## src/rtl/fpv_pkg.sv

```systemverilog
// Shared constants and FSM state type for the first-person-view column renderer.
package fpv_pkg;
    localparam int CH_W         = 6;
    localparam int COLOUR_W     = 3 * CH_W;
    localparam int DEF_SCREEN_W = 160;
    localparam int DEF_SCREEN_H = 120;
    localparam int DEF_X_W      = 8;
    localparam int DEF_Y_W      = 7;

    localparam logic [COLOUR_W-1:0] DEF_CEIL_COL  = 18'h0F3CF;
    localparam logic [COLOUR_W-1:0] DEF_FLOOR_COL = 18'h14514;

    typedef enum logic [2:0] {
        ST_IDLE,
        ST_REQ,
        ST_WAIT,
        ST_DRAW,
        ST_FIN
    } fpv_state_e;
endpackage

```

## src/rtl/fpv_shade.sv

```systemverilog
// Halves every channel of a packed RGB word when shading is enabled and the wall side is the dark one.
module fpv_shade #(
    parameter int CH_W     = 6,
    parameter bit SHADE_EN = 1'b1
) (
    input  logic [3*CH_W-1:0] colour_i,
    input  logic              side_i,
    output logic [3*CH_W-1:0] colour_o
);
    generate
        for (genvar gi = 0; gi < 3; gi++) begin : g_ch
            assign colour_o[gi*CH_W +: CH_W] = (SHADE_EN && side_i)
                ? {1'b0, colour_i[gi*CH_W+1 +: CH_W-1]}
                : colour_i[gi*CH_W +: CH_W];
        end
    endgenerate
endmodule

```

## src/rtl/draw_fpv_cols.sv

```systemverilog
// Column renderer: requests one wall slice per screen column, then streams
// ceiling / wall / floor pixels for that column top-to-bottom.
module draw_fpv_cols #(
    parameter int                     SCREEN_W  = fpv_pkg::DEF_SCREEN_W,
    parameter int                     SCREEN_H  = fpv_pkg::DEF_SCREEN_H,
    parameter int                     X_W       = fpv_pkg::DEF_X_W,
    parameter int                     Y_W       = fpv_pkg::DEF_Y_W,
    parameter int                     CH_W      = fpv_pkg::CH_W,
    parameter bit                     SHADE_EN  = 1'b1,
    parameter logic [3*CH_W-1:0]      CEIL_COL  = fpv_pkg::DEF_CEIL_COL,
    parameter logic [3*CH_W-1:0]      FLOOR_COL = fpv_pkg::DEF_FLOOR_COL
) (
    input  logic                clock,
    input  logic                reset,
    input  logic                start,
    output logic                done,
    output logic                col_req,
    output logic [X_W-1:0]      col_x,
    input  logic                col_ack,
    input  logic [Y_W:0]        col_height,
    input  logic                col_side,
    input  logic [3*CH_W-1:0]   col_colour,
    output logic [X_W-1:0]      vga_x,
    output logic [Y_W-1:0]      vga_y,
    output logic [3*CH_W-1:0]   vga_colour,
    output logic                vga_write
);
    import fpv_pkg::*;

    localparam int                CW     = 3 * CH_W;
    localparam int                HW     = Y_W + 1;
    localparam logic [HW-1:0]     H_MAX  = HW'(SCREEN_H);
    localparam logic [X_W-1:0]    X_LAST = X_W'(SCREEN_W - 1);
    localparam logic [Y_W-1:0]    Y_LAST = Y_W'(SCREEN_H - 1);

    fpv_state_e      state_q, state_d;
    logic [X_W-1:0]  col_x_q, col_x_d;
    logic [Y_W-1:0]  y_q, y_d;
    logic [HW-1:0]   top_q, top_d, bot_q, bot_d;
    logic [CW-1:0]   wall_q, wall_d;
    logic            col_req_q, col_req_d;
    logic            done_q, done_d;
    logic            vga_write_q, vga_write_d;
    logic [X_W-1:0]  vga_x_q, vga_x_d;
    logic [Y_W-1:0]  vga_y_q, vga_y_d;
    logic [CW-1:0]   vga_colour_q, vga_colour_d;

    logic [CW-1:0]   shaded;
    logic [HW-1:0]   h_clamp, top_calc, y_ext;

    fpv_shade #(.CH_W(CH_W), .SHADE_EN(SHADE_EN)) u_shade (
        .colour_i (col_colour),
        .side_i   (col_side),
        .colour_o (shaded)
    );

    // Slice is centred; an odd leftover row lands below the wall (floor side).
    assign h_clamp  = (col_height > H_MAX) ? H_MAX : col_height;
    assign top_calc = (H_MAX - h_clamp) >> 1;
    assign y_ext    = {1'b0, y_q};

    always_comb begin
        state_d      = state_q;
        col_x_d      = col_x_q;
        y_d          = y_q;
        top_d        = top_q;
        bot_d        = bot_q;
        wall_d       = wall_q;
        col_req_d    = col_req_q;
        done_d       = 1'b0;
        vga_write_d  = 1'b0;
        vga_x_d      = vga_x_q;
        vga_y_d      = vga_y_q;
        vga_colour_d = vga_colour_q;

        case (state_q)
            ST_IDLE: begin
                if (start) begin
                    state_d   = ST_REQ;
                    col_x_d   = '0;
                    col_req_d = 1'b1;
                end
            end
            ST_REQ, ST_WAIT: begin
                state_d = ST_WAIT;
                if (col_ack) begin
                    top_d     = top_calc;
                    bot_d     = top_calc + h_clamp;
                    wall_d    = shaded;
                    col_req_d = 1'b0;
                    y_d       = '0;
                    state_d   = ST_DRAW;
                end
            end
            ST_DRAW: begin
                vga_write_d = 1'b1;
                vga_x_d     = col_x_q;
                vga_y_d     = y_q;
                if (y_ext < top_q)
                    vga_colour_d = CEIL_COL;
                else if (y_ext < bot_q)
                    vga_colour_d = wall_q;
                else
                    vga_colour_d = FLOOR_COL;

                if (y_q == Y_LAST) begin
                    if (col_x_q == X_LAST) begin
                        state_d = ST_FIN;
                    end else begin
                        col_x_d   = col_x_q + 1'b1;
                        col_req_d = 1'b1;
                        state_d   = ST_REQ;
                    end
                end else begin
                    y_d = y_q + 1'b1;
                end
            end
            ST_FIN: begin
                done_d  = 1'b1;
                state_d = ST_IDLE;
            end
            default: state_d = ST_IDLE;
        endcase
    end

    always_ff @(posedge clock or posedge reset) begin
        if (reset) begin
            state_q      <= ST_IDLE;
            col_x_q      <= '0;
            y_q          <= '0;
            top_q        <= '0;
            bot_q        <= '0;
            wall_q       <= '0;
            col_req_q    <= 1'b0;
            done_q       <= 1'b0;
            vga_write_q  <= 1'b0;
            vga_x_q      <= '0;
            vga_y_q      <= '0;
            vga_colour_q <= '0;
        end else begin
            state_q      <= state_d;
            col_x_q      <= col_x_d;
            y_q          <= y_d;
            top_q        <= top_d;
            bot_q        <= bot_d;
            wall_q       <= wall_d;
            col_req_q    <= col_req_d;
            done_q       <= done_d;
            vga_write_q  <= vga_write_d;
            vga_x_q      <= vga_x_d;
            vga_y_q      <= vga_y_d;
            vga_colour_q <= vga_colour_d;
        end
    end

    assign done       = done_q;
    assign col_req    = col_req_q;
    assign col_x      = col_x_q;
    assign vga_write  = vga_write_q;
    assign vga_x      = vga_x_q;
    assign vga_y      = vga_y_q;
    assign vga_colour = vga_colour_q;
endmodule

```

## config.mk

```make
export PLATFORM = sky130hd
export DESIGN_NAME = draw_fpv_cols
export DESIGN_NICKNAME = d
export VERILOG_FILES = /design/src/rtl/fpv_pkg.sv /design/src/rtl/fpv_shade.sv /design/src/rtl/draw_fpv_cols.sv
export SDC_FILE = /design/constraint.sdc
export NUM_CORES = 1
export LEC_CHECK = 0
export CAP_MARGIN = 15
export CORE_MARGIN = 5
export CORE_UTILIZATION = 25
export CTS_BUF_LIST = sky130_fd_sc_hd__clkbuf_4 sky130_fd_sc_hd__clkbuf_8
export DETAILED_ROUTE_END_ITERATION = 12
export PLACE_DENSITY = 0.43
export SYNTH_ARGS = -nofsm -noshare
export SYNTH_HDL_FRONTEND = slang
export SYNTH_SLANG_ARGS = --single-unit
```

## constraint.sdc

```tcl
create_clock -name clock -period 3.9 [get_ports clock]
set_input_delay 0.78 -clock clock [delete_from_list [all_inputs] [get_ports clock]]
set_output_delay 0.78 -clock clock [all_outputs]
set_load 0.05 [all_outputs]
```

==> results of run 1 <==
worst max-delay path: cells and delay by family:
kind	cells	cell delay, ns
AOI/OAI and AO/OA	4	1.14
adders and majority gates	1	0.24
buffers and inverters	1	0.41
and+or+nand+nor	4	1.17
synthesized netlist by cell type (4+ instances only):
master	n
sky130_fd_sc_hd__o21ai_0	54
sky130_fd_sc_hd__clkbuf_1	15
sky130_fd_sc_hd__mux2i_1	16
sky130_fd_sc_hd__a31oi_1	6
sky130_fd_sc_hd__inv_1	23
sky130_fd_sc_hd__or2_2	4
sky130_fd_sc_hd__o21bai_1	4
sky130_fd_sc_hd__buf_2	4
sky130_fd_sc_hd__ha_1	19
sky130_fd_sc_hd__nand2_1	92
sky130_fd_sc_hd__a21oi_1	18
sky130_fd_sc_hd__nand3_1	11
sky130_fd_sc_hd__buf_6	4
sky130_fd_sc_hd__nand2b_1	6
sky130_fd_sc_hd__xnor2_1	5
sky130_fd_sc_hd__nand3b_1	7
sky130_fd_sc_hd__nand4_1	6
sky130_fd_sc_hd__dfrtp_1	87
sky130_fd_sc_hd__buf_1	4
sky130_fd_sc_hd__or3_1	5
sky130_fd_sc_hd__nor2_1	34
sky130_fd_sc_hd__xor2_1	5
sky130_fd_sc_hd__o31ai_1	4
sky130_fd_sc_hd__and3_1	4
path summary, 6_finish.rpt:
| kind | end |
|---|---|
| worst max-delay path | bot_q[5] |
| worst min-delay path | wall_q[13] |
| worst max register to register | col_x[7] |
| worst min register to register | wall_q[13] |
| max in group asynchronous | vga_y[5] |
| min in group asynchronous | vga_colour[16] |
sequential cells by signal, summed over array words and instances (netlist names):
register	flops
vga_colour	18
bot_q	8
vga_x	8
col_x	8
done	1
y_q	7
vga_y	7
col_req	1
vga_write	1
state_q	3
top_q	7
wall_q	18
logic make-up after synthesis:
| logic type | after synthesis | share of synthesized area (%) |
|---|---|---|
| and+or+nand+nor | 189 | 19.4 |
| AOI/OAI and AO/OA | 114 | 16.1 |
| muxes | 19 | 4.27 |
| other | 1 | 0.0826 |
| adders and majority gates | 19 | 5.23 |
| xor gates and xnor gates | 10 | 1.93 |
| buffers and inverters | 51 | 5.07 |
| DFF | 87 | 47.9 |
per-layer routing:
metal,up-vias,GRT usage [%],part of all wire (%)
li1,1839,-,-
met1,1742,15.9,48
met2,66,17.9,45
met3,17,2.20,4.0
met4,2,4.91,2.1
met5,-,0,0.11
metrics by stage:
step                      std cells  hold slack [ns]  util [%]  total power [mW]
after CTS                       796            0.484      32.2              3.98
after global placement          780            0.455      31.0              3.27
after global routing            796            0.512      32.2              4.20
after floorplan                 490            0.439         -              2.70
after detailed placement        780            0.461      31.0              3.30
final                           796            0.478      32.2              3.91
cell type report:
| class | instances | area share [%] |
|---|---|---|
| Clock inverter | 7 | 1.41 |
| Timing Repair Buffer | 89 | 15.0 |
| Multi-Input combinational cell | 352 | 37.1 |
| Tap cell | 229 | 4.98 |
| Clock buffer | 9 | 2.15 |
| Sequential cell | 87 | 37.8 |
| Inverter | 23 | 1.52 |
where the power goes:
group / internal, mW / switching (mW) / total, mW
Sequential: 1.24 / 0.262 / 1.50
Clock: 0.302 / 0.368 / 0.670
Combinational: 0.646 / 1.09 / 1.74
Total: 2.19 / 1.72 / 3.91
==> Flow_metrics.wiki, run 1 <==
{| class="wikitable"
! Metric !! Value
|-
| Arrival time at the worst endpoint || 3.76 ns
|-
| Via count of the first global-routing pass || 3,583
|-
| TritonCTS Buffers || 9
|-
| Final period utilization || 89.3%
|-
| Count of synthesis-stage warnings from yosys || 0
|-
| Pins Over Slew Limit || 0
|-
| Async set-reset flop share out of synthesis || 100%
|-
| # rows || 49
|-
| Synthesized area per cell || 9.27 µm²
|-
| Final RePlAce weighted congestion || 0.784
|-
| Detailed Place HPWL || 8370 µm
|-
| GR Util All Layers || 11.6%
|-
| Number of antenna violations at the first check in global routing || 1
|-
| Count of boundary I/O pins || 75
|-
| Commonest cells after routing, fill and taps aside || sky130_fd_sc_hd__nand2_1 (92), sky130_fd_sc_hd__dfrtp_1 (87), sky130_fd_sc_hd__clkdlybuf4s50_1 (74)
|-
| Cell depth of the worst hold path || 2
|-
| # nets final || 612
|-
| Clock insertion delay at the later pin of the skew report || 0.38 ns
|-
| Netlist area before placement || 0.00454 mm²
|-
| Origin of the worst setup path || col_height[0]
|-
| Reg clk slew, reported paths || 0.09 ns
|-
| Post-DR wirelength/cell || 14.9 µm
|-
| Register Area || 0.00218 mm²
|-
| Crit path time final || 3.48 ns
|-
| Std-Cell Core Area || 0.0179 mm²
|-
| Synth unique cells || 59
|-
| Classification of the worst setup path || input pin to register
|-
| Total iterations of the first detailed-routing run || 4
|-
| Wirelength, routed || 11,900 µm
|-
| Max cap viols || 0
|-
| Overall via count from detail_route || 3,666
|-
| R2R depth || 7
|-
| Global-route wire length before repair || 19,100 µm
|-
| Number of storage elements in the synthesis netlist || 87
|-
| Critical Path, Cell by Cell || clkdlybuf4s50_1 > or3_1 > a21oi_1 > nand2_1 > ha_1 > nand2b_1 > a221o_1 > nor4_1 > o21ai_0 > a31o_2
|-
| Share of post-route cells with drive strength above 1 || 8.29%
|-
| RSZ-0062 raised after global routing || no
|-
| Largest net degree at the start of global routing || 88
|-
| Fin. Hold Viols || 0
|-
| Clock skew after layout || 0.0147 ns
|-
| Horizontal die dimension || 145 µm
|-
| Maximum buffer depth of the clock tree || 2
|-
| Antenna diode instance count || 0
|-
| Biggest fanout along the worst timing path || 4
|-
| Setup TNS Final || 0 ns
|-
| Post-Layout Inst Area || 0.00576 mm²
|-
| Y dimension of the die || 145 µm
|-
| Sinks on Clock Net || 87
|-
| Peak supply drop || 0.296 mV
|-
| Peak Freq || 0.287 GHz
|-
| Clock root cell || sky130_fd_sc_hd__clkbuf_8
|-
| Setup slack after placement || 0.0517 ns
|-
| Power density over the cells || 679 mW/mm²
|-
| Area enclosed by the die boundary || 0.0210 mm²
|-
| Gate count of the mapped netlist || 490
|-
| First-iteration detailed-routing DRC count || 146
|-
| Relative area change from synthesis to final layout || 26.7%
|-
| Fraction of post-synthesis cell area in the top cell type by area || 47.9%
|-
| Leak Pwr || 2.55 nW
|-
| Count of fill cells added during filler insertion || 1,904
|-
| Final ANT Viol Nets || 0
|-
| WP data required || 4.17 ns
|-
| Number of port buffers || 74
|-
| Setup-failing EPs final || 0
|-
| Placement Cell Area || 0.00555 mm²
|-
| Largest area contributor in the netlist || sky130_fd_sc_hd__dfrtp_1
|-
| Most frequent standard cell in the layout excluding fill and tap cells || sky130_fd_sc_hd__nand2_1
|-
| Startpoint of the worst register-to-register path || y_q[0]
|-
| Worst-case register-to-register setup slack || 1.41 ns
|-
| Hold Path Origin || wall_q[13]
|-
| Post-CTS setup buffers || 0
|-
| Total area of multi-input combinational cells || 0.00213 mm²
|-
| Clock tree from TritonCTS || built
|-
| EDFF count, synth || 0
|-
| Leading post-synthesis cells by cell area || sky130_fd_sc_hd__dfrtp_1 (48%), sky130_fd_sc_hd__nand2_1 (7.6%), sky130_fd_sc_hd__o21ai_0 (6.0%)
|-
| Largest incremental delay on the critical path || 0.52 ns
|-
| Post-cts repair resize count || 0
|-
| Routed via count divided by cell count || 4.61
|-
| Commonest register cell after synthesis || sky130_fd_sc_hd__dfrtp_1
|-
| Net count of the mapped netlist || 540
|-
| Residual DRC count || 0
|-
| Critical-path cell with the highest stage delay || sky130_fd_sc_hd__nor4_1
|-
| Initial core utilization || 25.4%
|-
| Final worst slack || 0.416 ns
|-
| Residual overflow from global routing || 0
|-
| Portion of the post-synthesis area used by sequential elements || 47.9%
|-
| CTS Hold Bufs || 0
|-
| Element type at the critical path end || register
|-
| Worst-Margin Slew || 0.981 ns
|-
| H-Tree Level Count || 3
|-
| Kind of start point of the critical path || input pin
|-
| Status || completed
|-
| Worst relative slew slack || 34.4%
|-
| Class of the tightest hold or removal check || register to register
|}
(Power assumes the default switching activity.)
==> run 2, diff against run 1 <==
PLACE_DENSITY = 0.45   (was 0.43)
SLEW_MARGIN = 10   (was not set)
==> Flow_metrics.wiki, run 2 (synthesis results as in run 1) <==
{| class="wikitable"
! Metric !! Value
|-
| Status || completed (unchanged)
|-
| Final ANT Viol Nets || 0 (unchanged)
|-
| Residual DRC count || 0 (unchanged)
|-
| Final worst slack || 0.451 ns (was 0.416 ns)
|-
| Peak supply drop || 0.216 mV (was 0.296 mV)
|-
| Post-cts repair resize count || 0 (unchanged)
|-
| Number of port buffers || 74 (unchanged)
|-
| Arrival time at the worst endpoint || 3.70 ns (was 3.76 ns)
|-
| Combinational cell fraction of total power || 43.6% (was 44.5%)
|-
| Routed via count divided by cell count || 4.59 (was 4.61)
|-
| Class of the tightest hold or removal check || register to register (unchanged)
|-
| Number of antenna violations at the first check in global routing || 0 (was 1)
|-
| Largest net degree at the start of global routing || 55 (was 88)
|-
| Worst relative slew slack || 36.4% (was 34.4%)
|-
| Global-route wire length before repair || 19,100 µm (about the same)
|-
| Element type at the critical path end || register (unchanged)
|-
| Most frequent standard cell in the layout excluding fill and tap cells || sky130_fd_sc_hd__nand2_1 (unchanged)
|-
| Layout Cells excl Fill || 795 (was 796)
|-
| Core utilization of the finished layout || 32.2% (about the same)
|-
| WP data required || 4.15 ns (was 4.17 ns)
|-
| Kind of start point of the critical path || input pin (unchanged)
|-
| Overall via count from detail_route || 3,649 (was 3,666)
|-
| Relative area change from synthesis to final layout || 27.1% (was 26.7%)
|-
| Area enclosed by the die boundary || 0.0210 mm² (unchanged)
|-
| Wirelength, routed || 11,500 µm (was 11,900 µm)
|-
| Count of boundary I/O pins || 75 (unchanged)
|-
| Crit path time final || 3.45 ns (was 3.48 ns)
|-
| First-iteration detailed-routing DRC count || 181 (was 146)
|-
| H-Tree Level Count || 3 (unchanged)
|-
| Classification of the worst setup path || input pin to register (unchanged)
|-
| Setup slack after placement || 0.0621 ns (was 0.0517 ns)
|-
| Maximum buffer depth of the clock tree || 2 (unchanged)
|-
| Horizontal die dimension || 145 µm (unchanged)
|-
| GR Util All Layers || 11.5% (was 11.6%)
|-
| Residual overflow from global routing || 0 (unchanged)
|-
| RSZ-0062 raised after global routing || no (unchanged)
|-
| Final RePlAce weighted congestion || 0.822 (was 0.784)
|-
| Final period utilization || 88.4% (was 89.3%)
|-
| Post-CTS setup buffers || 0 (unchanged)
|-
| Commonest cells after routing, fill and taps aside || sky130_fd_sc_hd__nand2_1 (92), sky130_fd_sc_hd__dfrtp_1 (87), sky130_fd_sc_hd__clkdlybuf4s50_1 (74) (unchanged)
|-
| Antenna diode instance count || 0 (unchanged)
|-
| # rows || 49 (unchanged)
|-
| Clock tree from TritonCTS || built (unchanged)
|-
| Power density over the cells || 686 mW/mm² (was 679 mW/mm²)
|-
| Std-Cell Core Area || 0.0179 mm² (unchanged)
|-
| Portion of total power attributed to sequential cells || 37.9% (was 38.4%)
|-
| Leak Pwr || 2.56 nW (was 2.55 nW)
|-
| Detailed Place HPWL || 8430 µm (was 8370 µm)
|-
| # nets final || 611 (was 612)
|-
| Worst-Margin Slew || 0.951 ns (was 0.981 ns)
|-
| Setup-failing EPs final || 0 (unchanged)
|-
| Dpl cells || 779 (was 780)
|-
| Sinks on Clock Net || 87 (unchanged)
|-
| Share of post-route cells with drive strength above 1 || 8.13% (was 8.29%)
|-
| Reg clk slew, reported paths || 0.09 ns (about the same)
|-
| Post-DR wirelength/cell || 14.5 µm (was 14.9 µm)
|-
| Clock Power Share || 18.5% (was 17.1%)
|-
| Sw frac || 43.1% (was 44.1%)
|-
| Pins Over Slew Limit || 0 (unchanged)
|-
| Reported net switching power || 1.71 mW (was 1.72 mW)
|-
| Y dimension of the die || 145 µm (unchanged)
|-
| Clock root cell || sky130_fd_sc_hd__clkbuf_8 (unchanged)
|-
| Design internal power || 2.25 mW (was 2.19 mW)
|-
| Max cap viols || 0 (unchanged)
|-
| Count of fill cells added during filler insertion || 1,870 (was 1,904)
|-
| Via count of the first global-routing pass || 3,704 (was 3,583)
|-
| Biggest fanout along the worst timing path || 4 (unchanged)
|-
| Peak Freq || 0.290 GHz (was 0.287 GHz)
|-
| Setup TNS Final || 0 ns (unchanged)
|-
| Clock skew after layout || 0.00880 ns (was 0.0147 ns)
|-
| TritonCTS Buffers || 9 (unchanged)
|-
| CTS Hold Bufs || 0 (unchanged)
|-
| Initial core utilization || 25.4% (unchanged)
|-
| Clock insertion delay at the later pin of the skew report || 0.37 ns (was 0.38 ns)
|-
| Fin. Hold Viols || 0 (unchanged)
|-
| Total iterations of the first detailed-routing run || 4 (unchanged)
|}
-- run 2: final timing paths --
kind | start | endpoint | slack (ns) | cells after the start
worst max-delay path | col_height[0] | bot_q[6] | 0.45 | 13
worst min-delay path | vga_x[4] | vga_x[4] | 0.48 | 2
worst max register to register | y_q[0] | col_x[2] | 1.41 | 7
worst min register to register | vga_x[4] | vga_x[4] | 0.48 | 2
max in group asynchronous | reset | y_q[0] | 2.41 | 3
min in group asynchronous | reset | vga_x[5] | 0.79 | 2
-- run 2: area by class of cell --
type | instances | area, µm² | area share [%]
inverters | 23 | 87.6 | 1.52
well taps | 229 | 287 | 4.96
clock buffers | 9 | 124 | 2.15
multi-input cells | 352 | 2130 | 37.0
repair buffers | 88 | 858 | 14.9
clock inverters | 7 | 105 | 1.82
flip-flops and latches | 87 | 2180 | 37.7
-- run 2: critical path, cell delays in order --
cell and delay [ns]:
sky130_fd_sc_hd__clkdlybuf4s50_1 0.41, sky130_fd_sc_hd__or3_1 0.39, sky130_fd_sc_hd__a21oi_1 0.25, sky130_fd_sc_hd__nand2_1 0.14
sky130_fd_sc_hd__ha_1 0.23, sky130_fd_sc_hd__and2b_2 0.22, sky130_fd_sc_hd__nor3b_1 0.21, sky130_fd_sc_hd__o22ai_1 0.13
sky130_fd_sc_hd__ha_1 0.30, sky130_fd_sc_hd__nor4b_1 0.06, sky130_fd_sc_hd__a21oi_1 0.15, sky130_fd_sc_hd__nand2_1 0.06
sky130_fd_sc_hd__or3b_1 0.37
-- run 2: per-layer routing --
metal	track usage [%]	part of all wire [%]
met1	16.0	50
met5	0	0
met2	17.6	45
met4	5.06	2.1
met3	1.77	3.8
-- run 2: through the flow --
step                power [mW]  cell area (µm²)  hold slack, ns
CTS                       4.03             5770           0.486
detailed placement        3.28             5540           0.463
floorplan                 2.70             4540           0.439
global placement          3.24             5540           0.457
global route              4.27             5770           0.506
finish                    3.96             5770           0.479
-- run 2: power by group through the flow --
stage	clock network, mW	logic [mW]	registers (mW)
after global routing	0.798	1.92	1.55
after floorplan	0	0.823	1.87
after global placement	0	1.72	1.52
final	0.733	1.73	1.50
after detailed placement	0	1.75	1.53
after CTS	0.769	1.76	1.51
==> run 3, diff against run 2 <==
ABC_CLOCK_PERIOD_IN_PS = 3300   (was not set)
PLACE_DENSITY = not set   (was 0.45)
PLACE_DENSITY_LB_ADDON = 0.25   (was not set)
clock period = 3.3 ns   (was 3.9 ns; I/O delays follow)
==> Flow_metrics.wiki, run 3 (synthesis results as in run 1) <==
{| class="wikitable"
! Metric !! Value
|-
| Antenna diode instance count || 0 (unchanged)
|-
| Global-route wire length before repair || 19,100 µm (about the same)
|-
| Final worst slack || 0.120 ns (was 0.451 ns)
|-
| Class of the tightest hold or removal check || register to register (unchanged)
|-
| Setup-failing EPs final || 0 (unchanged)
|-
| Endpoint of the worst register-to-register path || col_x[2] (unchanged)
|-
| Arrival time at the worst endpoint || 3.44 ns (was 3.70 ns)
|-
| Residual overflow from global routing || 0 (unchanged)
|-
| Number of port buffers || 74 (unchanged)
|-
| Final period utilization || 96.4%
|-
| Crit path time final || 3.18 ns
|-
| Total iterations of the first detailed-routing run || 4 (unchanged)
|-
| # rows || 49 (unchanged)
|-
| Maximum buffer depth of the clock tree || 2 (unchanged)
|-
| Placement Cell Area || 0.00568 mm² (was 0.00554 mm²)
|-
| Final ANT Viol Nets || 0 (unchanged)
|-
| Std-Cell Core Area || 0.0179 mm² (unchanged)
|-
| Share of post-route cells with drive strength above 1 || 11.6% (was 8.13%)
|-
| Kind of start point of the critical path || input pin (unchanged)
|-
| Startpoint of the worst register-to-register path || y_q[1] (was y_q[0])
|-
| Pwr Total || 4.65 mW (was 3.96 mW)
|-
| Via count of the first global-routing pass || 3,776 (was 3,704)
|-
| Clock insertion delay at the later pin of the skew report || 0.38 ns (was 0.37 ns)
|-
| Power density over the cells || 787 mW/mm² (was 686 mW/mm²)
|-
| Y dimension of the die || 145 µm (unchanged)
|-
| # nets final || 630 (was 611)
|-
| Largest net degree at the start of global routing || 49 (was 55)
|-
| Classification of the worst setup path || input pin to register (unchanged)
|-
| Fin. Hold Viols || 0 (unchanged)
|-
| Element type at the critical path end || register (unchanged)
|-
| Worst relative slew slack || 38.0% (was 36.4%)
|-
| Reg clk slew, reported paths || 0.09 ns (about the same)
|-
| Core utilization of the finished layout || 33.0% (was 32.2%)
|-
| Peak supply drop || 0.266 mV (was 0.216 mV)
|-
| Routed via count divided by cell count || 4.59 (about the same)
|-
| Most frequent standard cell in the layout excluding fill and tap cells || sky130_fd_sc_hd__nand2_1 (unchanged)
|-
| Horizontal die dimension || 145 µm (unchanged)
|-
| Overall via count from detail_route || 3,734 (was 3,649)
|-
| Clock root cell || sky130_fd_sc_hd__clkbuf_8 (unchanged)
|-
| Post-DR wirelength/cell || 14.2 µm (was 14.5 µm)
|-
| Sinks on Clock Net || 87 (unchanged)
|-
| Worst-case register-to-register setup slack || 0.86 ns (was 1.41 ns)
|-
| H-Tree Level Count || 3 (unchanged)
|-
| Biggest fanout along the worst timing path || 4 (unchanged)
|-
| End point of the most critical hold path || wall_q[5] (was vga_x[4])
|-
| Cell depth of the worst hold path || 2 (unchanged)
|-
| Final RePlAce weighted congestion || 0.801 (was 0.822)
|-
| Post-Layout Inst Area || 0.00592 mm² (was 0.00577 mm²)
|-
| TritonCTS Buffers || 9 (unchanged)
|-
| Residual DRC count || 0 (unchanged)
|-
| Hold Path Origin || wall_q[5] (was vga_x[4])
|-
| Relative area change from synthesis to final layout || 30.2% (was 27.1%)
|-
| WP data required || 3.56 ns (was 4.15 ns)
|-
| Initial core utilization || 25.4% (unchanged)
|-
| Pins Over Slew Limit || 0 (unchanged)
|-
| Count of fill cells added during filler insertion || 1,855 (was 1,870)
|-
| Clock tree from TritonCTS || built (unchanged)
|-
| Setup TNS Final || 0 ns (unchanged)
|-
| Status || completed (unchanged)
|-
| Setup slack after placement || -0.356 ns (was 0.0621 ns)
|-
| Number of antenna violations at the first check in global routing || 0 (unchanged)
|-
| Detailed Place HPWL || 8600 µm (was 8430 µm)
|-
| Wirelength, routed || 11,600 µm (was 11,500 µm)
|-
| Worst-Margin Slew || 0.930 ns (was 0.951 ns)
|-
| GR Util All Layers || 11.5% (about the same)
|-
| Leak Pwr || 2.65 nW (was 2.56 nW)
|-
| Commonest cells after routing, fill and taps aside || sky130_fd_sc_hd__nand2_1 (92), sky130_fd_sc_hd__dfrtp_1 (87), sky130_fd_sc_hd__clkdlybuf4s50_1 (74) (unchanged)
|-
| Peak Freq || 0.314 GHz
|-
| Max cap viols || 0 (unchanged)
|-
| Clock skew after layout || 0.0101 ns (was 0.00880 ns)
|-
| R2R depth || 7 (unchanged)
|-
| First-iteration detailed-routing DRC count || 195 (was 181)
|-
| Area enclosed by the die boundary || 0.0210 mm² (unchanged)
|-
| Count of boundary I/O pins || 75 (unchanged)
|}
[run 3: cell type report]
cell class                 instances  area, µm²  area share (%)
timing repair buffer             107       1000            16.9
tap                              229        287            4.84
inverter                          23       87.6            1.48
clock buffer                      10        138            2.33
clock inverter                     6       68.8            1.16
sequential                        87       2180            36.8
multi-input combinational        352       2160            36.5
[run 3: critical path, stage by stage]
cell	delay, ns
sky130_fd_sc_hd__clkdlybuf4s50_1	0.42
sky130_fd_sc_hd__or3_4	0.41
sky130_fd_sc_hd__a21oi_4	0.14
sky130_fd_sc_hd__nand2_1	0.09
sky130_fd_sc_hd__ha_1	0.21
sky130_fd_sc_hd__buf_4	0.14
sky130_fd_sc_hd__nand2b_1	0.14
sky130_fd_sc_hd__a221o_1	0.38
sky130_fd_sc_hd__nor4_2	0.29
sky130_fd_sc_hd__buf_4	0.17
sky130_fd_sc_hd__nor3_1	0.04
sky130_fd_sc_hd__or3b_1	0.35
[run 3: how the worst max path moves through the flow]
stage / endpoint / slack (ns) / start / cells past startpoint
6_report: bot_q[6] / 0.12 / col_height[0] / 12
5_1_grt: bot_q[6] / -0.006 / col_height[0] / 12
4_1_cts: bot_q[6] / 0.07 / col_height[0] / 12
3_5_place_dp: bot_q[6] / -0.36 / col_height[0] / 12
3_3_place_gp: bot_q[6] / -0.28 / col_height[0] / 12
2_1_floorplan: bot_q[6] / 0.12 / col_height[0] / 13
[run 3: routing by layer]
metal / GRT usage [%] / part of all wire (%)
met4: 4.32 / 1.8
met2: 18.0 / 47
met3: 2.76 / 4.7
met1: 15.5 / 46
met5: 0 / 0
[run 3: what timing repair did]
action / CTS / global route
setup endpoints to repair: 0 / 3
hold buffers: 0 / 0
resized for setup: 0 / 4
setup buffers: 0 / 1
[run 3: power breakdown]
group          internal [mW]  switching [mW]  leakage, nW
clock network          0.374           0.401        0.103
logic                  0.806            1.31         1.47
registers               1.47           0.296         1.08
total                   2.65            2.01         2.65
[run 3: metrics by stage]
step,hold WS [ns],cells
3_3_place_gp,0.452,797
2_1_floorplan,0.439,490
3_5_place_dp,0.456,797
4_1_cts,0.478,813
6_report,0.479,814
5_1_grt,0.508,814
